File: src/rtl/mul_share_pkg.sv
// Shared types and widths for the shared 8x8 multiplier arbiter.
package mul_share_pkg;

  localparam int OPW   = 8;
  localparam int PRODW = 16;

  typedef enum logic [1:0] {
    IDLE = 2'd0,
    CALC = 2'd1,
    RESP = 2'd2
  } state_e;

  function automatic int id_width(input int n);
    return (n > 1) ? $clog2(n) : 1;
  endfunction

endpackage

File: src/rtl/mul_share_arbiter_if.sv
// Request/response bundle between multiply clients (master) and the arbiter (slave).
interface mul_share_arbiter_if #(
  parameter int NREQ = 4
) ();
  import mul_share_pkg::*;

  localparam int IDW = id_width(NREQ);

  logic [NREQ-1:0]     req_valid;
  logic [NREQ-1:0]     req_ready;
  logic [NREQ*OPW-1:0] req_a;
  logic [NREQ*OPW-1:0] req_b;
  logic                rsp_valid;
  logic                rsp_ready;
  logic [PRODW-1:0]    rsp_data;
  logic [IDW-1:0]      rsp_id;

  modport master (
    output req_valid, req_a, req_b, rsp_ready,
    input  req_ready, rsp_valid, rsp_data, rsp_id
  );

  modport slave (
    input  req_valid, req_a, req_b, rsp_ready,
    output req_ready, rsp_valid, rsp_data, rsp_id
  );

endinterface

File: src/rtl/a16_bit_mul.sv
// Unsigned 8x8 -> 16 ripple array multiplier (combinational, multicycle at use site).
module a16_bit_mul (
  input  logic [7:0]  a_i,
  input  logic [7:0]  b_i,
  output logic [15:0] p_o
);

  always_comb begin
    p_o = '0;
    for (int unsigned i = 0; i < 8; i++) begin
      if (b_i[i]) p_o = p_o + (16'(a_i) << i);
    end
  end

endmodule

File: src/rtl/rr_arbiter.sv
// Combinational round-robin grant: first asserted request at or after ptr+1 (mod NREQ).
module rr_arbiter #(
  parameter int NREQ = 4,
  parameter int IDW  = 2
) (
  input  logic [NREQ-1:0] req_i,
  input  logic [IDW-1:0]  ptr_i,
  output logic [NREQ-1:0] gnt_o,
  output logic [IDW-1:0]  gnt_idx_o,
  output logic            gnt_any_o
);

  logic [IDW-1:0] idx;

  always_comb begin
    gnt_o     = '0;
    gnt_idx_o = '0;
    gnt_any_o = 1'b0;
    idx       = '0;
    for (int unsigned k = 1; k <= NREQ; k++) begin
      idx = IDW'((32'(ptr_i) + k) % NREQ);
      if (!gnt_any_o && req_i[idx]) begin
        gnt_o[idx] = 1'b1;
        gnt_idx_o  = idx;
        gnt_any_o  = 1'b1;
      end
    end
  end

endmodule

File: src/rtl/mul_share_arbiter.sv
// Round-robin sharing of one a16_bit_mul among NREQ requesters, with a
// programmable settle window before the product is captured.
module mul_share_arbiter
  import mul_share_pkg::*;
#(
  parameter int NREQ   = 4,
  parameter int SETTLE = 2
) (
  input  logic                clk,
  input  logic                rst_n,
  mul_share_arbiter_if.slave  bus,
  output logic [15:0]         ops_done
);

  localparam int IDW = id_width(NREQ);
  localparam int CW  = (SETTLE > 1) ? $clog2(SETTLE) : 1;

  localparam logic [1:0] ST_IDLE = IDLE;
  localparam logic [1:0] ST_CALC = CALC;
  localparam logic [1:0] ST_RESP = RESP;

  logic [1:0]       state_q, state_d;
  logic [IDW-1:0]   ptr_q, ptr_d;
  logic [CW-1:0]    cnt_q, cnt_d;
  logic [OPW-1:0]   op_a_q, op_a_d;
  logic [OPW-1:0]   op_b_q, op_b_d;
  logic [IDW-1:0]   id_q, id_d;
  logic [PRODW-1:0] rsp_data_q, rsp_data_d;
  logic [IDW-1:0]   rsp_id_q, rsp_id_d;
  logic [15:0]      ops_done_q, ops_done_d;

  logic [NREQ-1:0]  gnt_oh;
  logic [IDW-1:0]   gnt_idx;
  logic             gnt_any;
  logic [PRODW-1:0] product;
  int unsigned      sel;

  rr_arbiter #(.NREQ(NREQ), .IDW(IDW)) u_arb (
    .req_i     (bus.req_valid),
    .ptr_i     (ptr_q),
    .gnt_o     (gnt_oh),
    .gnt_idx_o (gnt_idx),
    .gnt_any_o (gnt_any)
  );

  a16_bit_mul u_mul (
    .a_i (op_a_q),
    .b_i (op_b_q),
    .p_o (product)
  );

  // Gated with rst_n so nothing looks accepted while the block is held in reset.
  assign bus.req_ready = (state_q == ST_IDLE && rst_n) ? gnt_oh : '0;
  assign bus.rsp_valid = (state_q == ST_RESP);
  assign bus.rsp_data  = rsp_data_q;
  assign bus.rsp_id    = rsp_id_q;
  assign ops_done      = ops_done_q;

  always_comb begin
    state_d    = state_q;
    ptr_d      = ptr_q;
    cnt_d      = cnt_q;
    op_a_d     = op_a_q;
    op_b_d     = op_b_q;
    id_d       = id_q;
    rsp_data_d = rsp_data_q;
    rsp_id_d   = rsp_id_q;
    ops_done_d = ops_done_q;
    sel        = 32'(gnt_idx) * OPW;
    case (state_q)
      ST_IDLE: begin
        if (gnt_any) begin
          op_a_d  = bus.req_a[sel +: OPW];
          op_b_d  = bus.req_b[sel +: OPW];
          id_d    = gnt_idx;
          ptr_d   = gnt_idx;
          cnt_d   = '0;
          state_d = ST_CALC;
        end
      end
      ST_CALC: begin
        cnt_d = cnt_q + 1'b1;
        if (cnt_q == CW'(SETTLE - 1)) begin
          rsp_data_d = product;
          rsp_id_d   = id_q;
          state_d    = ST_RESP;
        end
      end
      ST_RESP: begin
        if (bus.rsp_ready) begin
          ops_done_d = ops_done_q + 16'd1;
          state_d    = ST_IDLE;
        end
      end
      default: state_d = ST_IDLE;
    endcase
  end

  always_ff @(posedge clk or negedge rst_n) begin
    if (!rst_n) begin
      state_q    <= ST_IDLE;
      ptr_q      <= IDW'(NREQ - 1);
      cnt_q      <= '0;
      op_a_q     <= '0;
      op_b_q     <= '0;
      id_q       <= '0;
      rsp_data_q <= '0;
      rsp_id_q   <= '0;
      ops_done_q <= '0;
    end else begin
      state_q    <= state_d;
      ptr_q      <= ptr_d;
      cnt_q      <= cnt_d;
      op_a_q     <= op_a_d;
      op_b_q     <= op_b_d;
      id_q       <= id_d;
      rsp_data_q <= rsp_data_d;
      rsp_id_q   <= rsp_id_d;
      ops_done_q <= ops_done_d;
    end
  end

endmodule

File: src/flat_wrapper.sv
// flat-port wrapper written by rule: the top's interface ports become plain ports
module mul_share_arbiter_flat import mul_share_pkg::*;
#(
  parameter int NREQ   = 4,
  parameter int SETTLE = 2
)
  (clk, rst_n, ops_done, bus_req_valid, bus_req_a, bus_req_b, bus_rsp_ready, bus_req_ready, bus_rsp_valid, bus_rsp_data, bus_rsp_id);
  mul_share_arbiter_if #(.NREQ(NREQ)) bus_i ();
  input  logic clk;
  input  logic rst_n;
  output logic [15:0] ops_done;
  input wire logic [$bits(bus_i.req_valid)-1:0] bus_req_valid;
  input wire logic [$bits(bus_i.req_a)-1:0] bus_req_a;
  input wire logic [$bits(bus_i.req_b)-1:0] bus_req_b;
  input wire logic [$bits(bus_i.rsp_ready)-1:0] bus_rsp_ready;
  output wire logic [$bits(bus_i.req_ready)-1:0] bus_req_ready;
  output wire logic [$bits(bus_i.rsp_valid)-1:0] bus_rsp_valid;
  output wire logic [$bits(bus_i.rsp_data)-1:0] bus_rsp_data;
  output wire logic [$bits(bus_i.rsp_id)-1:0] bus_rsp_id;
  assign bus_i.req_valid = bus_req_valid;
  assign bus_i.req_a = bus_req_a;
  assign bus_i.req_b = bus_req_b;
  assign bus_i.rsp_ready = bus_rsp_ready;
  assign bus_req_ready = bus_i.req_ready;
  assign bus_rsp_valid = bus_i.rsp_valid;
  assign bus_rsp_data = bus_i.rsp_data;
  assign bus_rsp_id = bus_i.rsp_id;
  mul_share_arbiter #(.NREQ(NREQ), .SETTLE(SETTLE)) u_core (.clk(clk), .rst_n(rst_n), .bus(bus_i), .ops_done(ops_done));
endmodule
File: config.mk
export PLATFORM = sky130hd
export DESIGN_NAME = mul_share_arbiter_flat
export DESIGN_NICKNAME = d
export VERILOG_FILES = /design/src/rtl/mul_share_pkg.sv /design/src/rtl/mul_share_arbiter_if.sv /design/src/rtl/a16_bit_mul.sv /design/src/rtl/rr_arbiter.sv /design/src/rtl/mul_share_arbiter.sv /design/src/flat_wrapper.sv
export SDC_FILE = /design/constraint.sdc
export NUM_CORES = 1
export LEC_CHECK = 0
export CAP_MARGIN = 10
export CORE_MARGIN = 5
export CORE_UTILIZATION = 55
export DETAILED_ROUTE_END_ITERATION = 12
export PLACE_DENSITY = 0.82
export SLEW_MARGIN = 20
export SYNTH_ARGS = -nofsm -noshare
export SYNTH_HDL_FRONTEND = slang
export SYNTH_SLANG_ARGS = --single-unit
File: constraint.sdc
create_clock -name clk -period 9.5 [get_ports clk]
set_input_delay 0.95 -clock clk [delete_from_list [all_inputs] [get_ports clk]]
set_output_delay 0.95 -clock clk [all_outputs]
set_load 0.02 [all_outputs]
==> flow_metrics.py, run 1 <==
metrics = {
    "clock_network": {
        "clock_path_buffers": 2,
        "cts_tree": "yes",
        "htreeDepth": 3,
        "clock-sinks": 57,
        "cts_buffers": 9,
        "clkTransAtPathRegs_ns": 0.06,
        "cts_hold_buf": 0,
        "cts-root-buf": "clkbuf_16",
        "clk_latency_ns": 0.32,
    },
    "hold_path": {
        "min_to": "u_core.bus.rsp_id[1]",
        "hold_depth": 2,
        "holdCritStartpoint": "u_core.bus.rsp_id[1]",
        "hold_path.class": "flop to flop",
    },
    "placement": {
        "dpl.hpwl_um": 14270,
        "io_buffers": 109,
        "gp_congestion": 0.8987,
    },
    "yosys": {
        "ys_ff_latch": 57,
        "synth_common_cells": "nand2_1 (94), ha_1 (68), dfrtp_1 (55)",
        "yosys.cell_types.count": 81,
        "syn_inst": 766,
        "ys_seq_area_share_pct": 21.99,
        "yosys.area.top_type": "dfrtp_1",
        "synth_area_um2": 6497,
        "yosys_warnings": 0,
        "ys.flop_type": "dfrtp_1",
        "yosys.area.top_type_share_pct": 21.18,
        "yosysMostFrequentCell": "nand2_1",
        "syn-num-nets": 912,
        "ys_top_cells_by_area": "dfrtp_1 (21%), ha_1 (13%), mux2i_1 (6.5%)",
        "synth_edf_count": 0,
        "syn_area_per_cell_um2": 8.482,
        "synthArstFlopShare_pct": 100.0,
    },
    "setup_path": {
        "cp-startpoint": "u_core.op_a_q[2]",
        "slowest_stage": "or3b_2",
        "ff2ff_setup_slack_ns": 0.40,
        "path_class": "flop to flop",
        "r2r_cells": 40,
        "cp.arrival_ns": 9.36,
        "max_stage_delay_ns": 0.46,
        "r2r-start": "u_core.op_a_q[2]",
        "cp_max_fo": 8,
        "worst_path_most_repeated_cell": "ha_1",
        "crit_path_start_kind": "flop",
        "cp-end-kind": "flop",
        "reg2reg_to": "u_core.bus.rsp_data[14]",
        "crit_required_ns": 9.76,
    },
    "final_layout": {
        "layout.nets": 1011,
        "drive_above_1_share_pct": 9.770,
        "nFillCells": 854,
        "diodes": 0,
        "area_growth_pct": 23.07,
    },
    "sta": {
        "finalSetupViolations": 0,
        "tightest_slew_ns": 1.042,
        "min_period_ns": 9.102,
        "fin_crit_sh_pct": 95.81,
        "holdWs_ns": 0.4730,
        "final-hold-violation-count": 0,
        "finClkSkew_ns": 0.004061,
        "fmax_mhz": 109.9,
        "slew_headroom_pct": 30.30,
        "drv_slew": 0,
    },
    "grt": {
        "antenna_found_initial": 0,
        "grt_max_degree": 59,
        "grt_use_total_pct": 25.63,
        "grt-ovfl-total": 0,
        "grt_pass1_wl_um": 30370,
        "grt_pass1_vias": 6429,
    },
    "routing": {
        "wl_per_cell_um": 18.50,
        "postRouteWirelength_um": 18740,
        "drtIter0Drc": 685,
        "ant_nets": 0,
        "viasPerCell": 6.406,
        "drc": 0,
        "vias": 6489,
        "first_pass_iters": 6,
    },
    "floorplan": {
        "die_area_um2": 14090,
        "die_x_um": 118.7,
        "dieHeight_um": 118.7,
        "ios": 110,
        "initial_core_util_pct": 56.42,
        "num_rows": 39,
        "core_um2": 11520,
    },
    "run_status": {
        "status": "finished clean",
    },
    "run": {
        "cap_violations": 0,
    },
}
cells in the final DEF (no fill, tap or decap), types with 16 or more instances in the layout:
cell type          n
a21o_1            19
a21oi_1           42
clkdlybuf4s50_1  108
nand2_1           93
dfrtp_1           52
mux2i_1           42
o21ai_0           31
o221ai_1          16
xnor2_1           27
nor2_1            42
inv_1             37
ha_1              68
critical path: cells and delay by family (launching register included):
family / cells / cell delay [ns]
and+or+nand+nor: 15 / 2.71
AOI/OAI and AO/OA: 11 / 2.33
adders and majority gates: 7 / 2.23
muxes: 2 / 0.63
xor gates and xnor gates: 4 / 0.52
DFF: 1 / 0.40
buffers and inverters: 1 / 0.20
how the worst max path moves through the flow:
stage | cells after the start | end | slack, ns
5_1_grt | 43 | u_core.bus.rsp_data[14] | -0.003
4_1_cts | 42 | u_core.bus.rsp_data[14] | 0.03
3_3_place_gp | 42 | u_core.bus.rsp_data[14] | 0.44
3_5_place_dp | 42 | u_core.bus.rsp_data[14] | 0.08
6_report | 40 | u_core.bus.rsp_data[14] | 0.40
2_1_floorplan | 43 | u_core.bus.rsp_data[14] | 0.89
cells by family after synthesis:
family                     count (synthesis)  synth area share, %
muxes                                     52                8.550
AOI/OAI and AO/OA                        220                23.71
DFF                                       57                21.99
buffers and inverters                     74                6.278
xor gates and xnor gates                  39                5.257
and+or+nand+nor                          249                18.97
adders and majority gates                 75                15.25
metrics by stage:
stage	setup TNS [ns]	cells	cell area [um^2]	utilization (%)	worst slack [ns]
2_1_floorplan	0	766	6497	-	0.8923
3_3_place_gp	0	994	7595	65.95	0.4351
3_5_place_dp	0	994	7595	65.95	0.07686
4_1_cts	0	1010	7874	68.37	0.03133
5_1_grt	-0.002524	1013	7996	69.44	-0.002524
6_report	0	1013	7996	69.44	0.3976
sequential cells by signal, summed over array words and instances, names as in the netlist:
register             cells
u_core.ops_done         16
u_core.id_q              2
u_core.bus.rsp_id        2
u_core.ptr_q             2
u_core.op_b_q            8
u_core.bus.rsp_data     16
u_core.op_a_q            8
u_core.state_q           2
u_core.cnt_q             1
metal layers:
layer	global-route usage (%)	wire length (um)
met3	5.301	1361
met5	0	0
met1	32.69	7717
met2	42.13	8961
met4	11.08	704
what timing repair did:
| action | CTS | global route |
|---|---|---|
| buffers inserted | 0 | 3 |
| gates resized for setup | 0 | 25 |
| endpoints found under the setup margin | 0 | 5 |
layout make-up:
cell class	count	area, um^2	share of cell area [%]
Clock inverter	7	53.80	0.6728
Clock buffer	9	225.2	2.816
Multi-Input combinational cell	635	4763	59.57
Sequential cell	57	1433	17.92
Tap cell	143	178.9	2.238
Timing Repair Buffer	123	1196	14.96
Inverter	39	146.4	1.831
Power of run 1 is not shown: default switching activity piles up to over one toggle a cycle in this logic, so the estimate is an artifact.
==> run 2: changes to the inputs <==
==> constraint.sdc (replaced) <==
create_clock -name clk -period 9.5 [get_ports clk]
set_input_delay 1.9 -clock clk [delete_from_list [all_inputs] [get_ports clk]]
set_output_delay 1.9 -clock clk [all_outputs]
set_load 0.02 [all_outputs]
==> results of run 2 <==
Same layout as run 1 (identical final DEF). Status: finished clean.
Power of run 2 is left out for the same reason.
==> run 3: changes to the inputs <==
Settings changed: SKIP_LAST_GASP from default to 1.
==> results of run 3 <==
Same layout as run 1 (identical final DEF). Status: finished clean.
Power of run 3 is left out for the same reason.
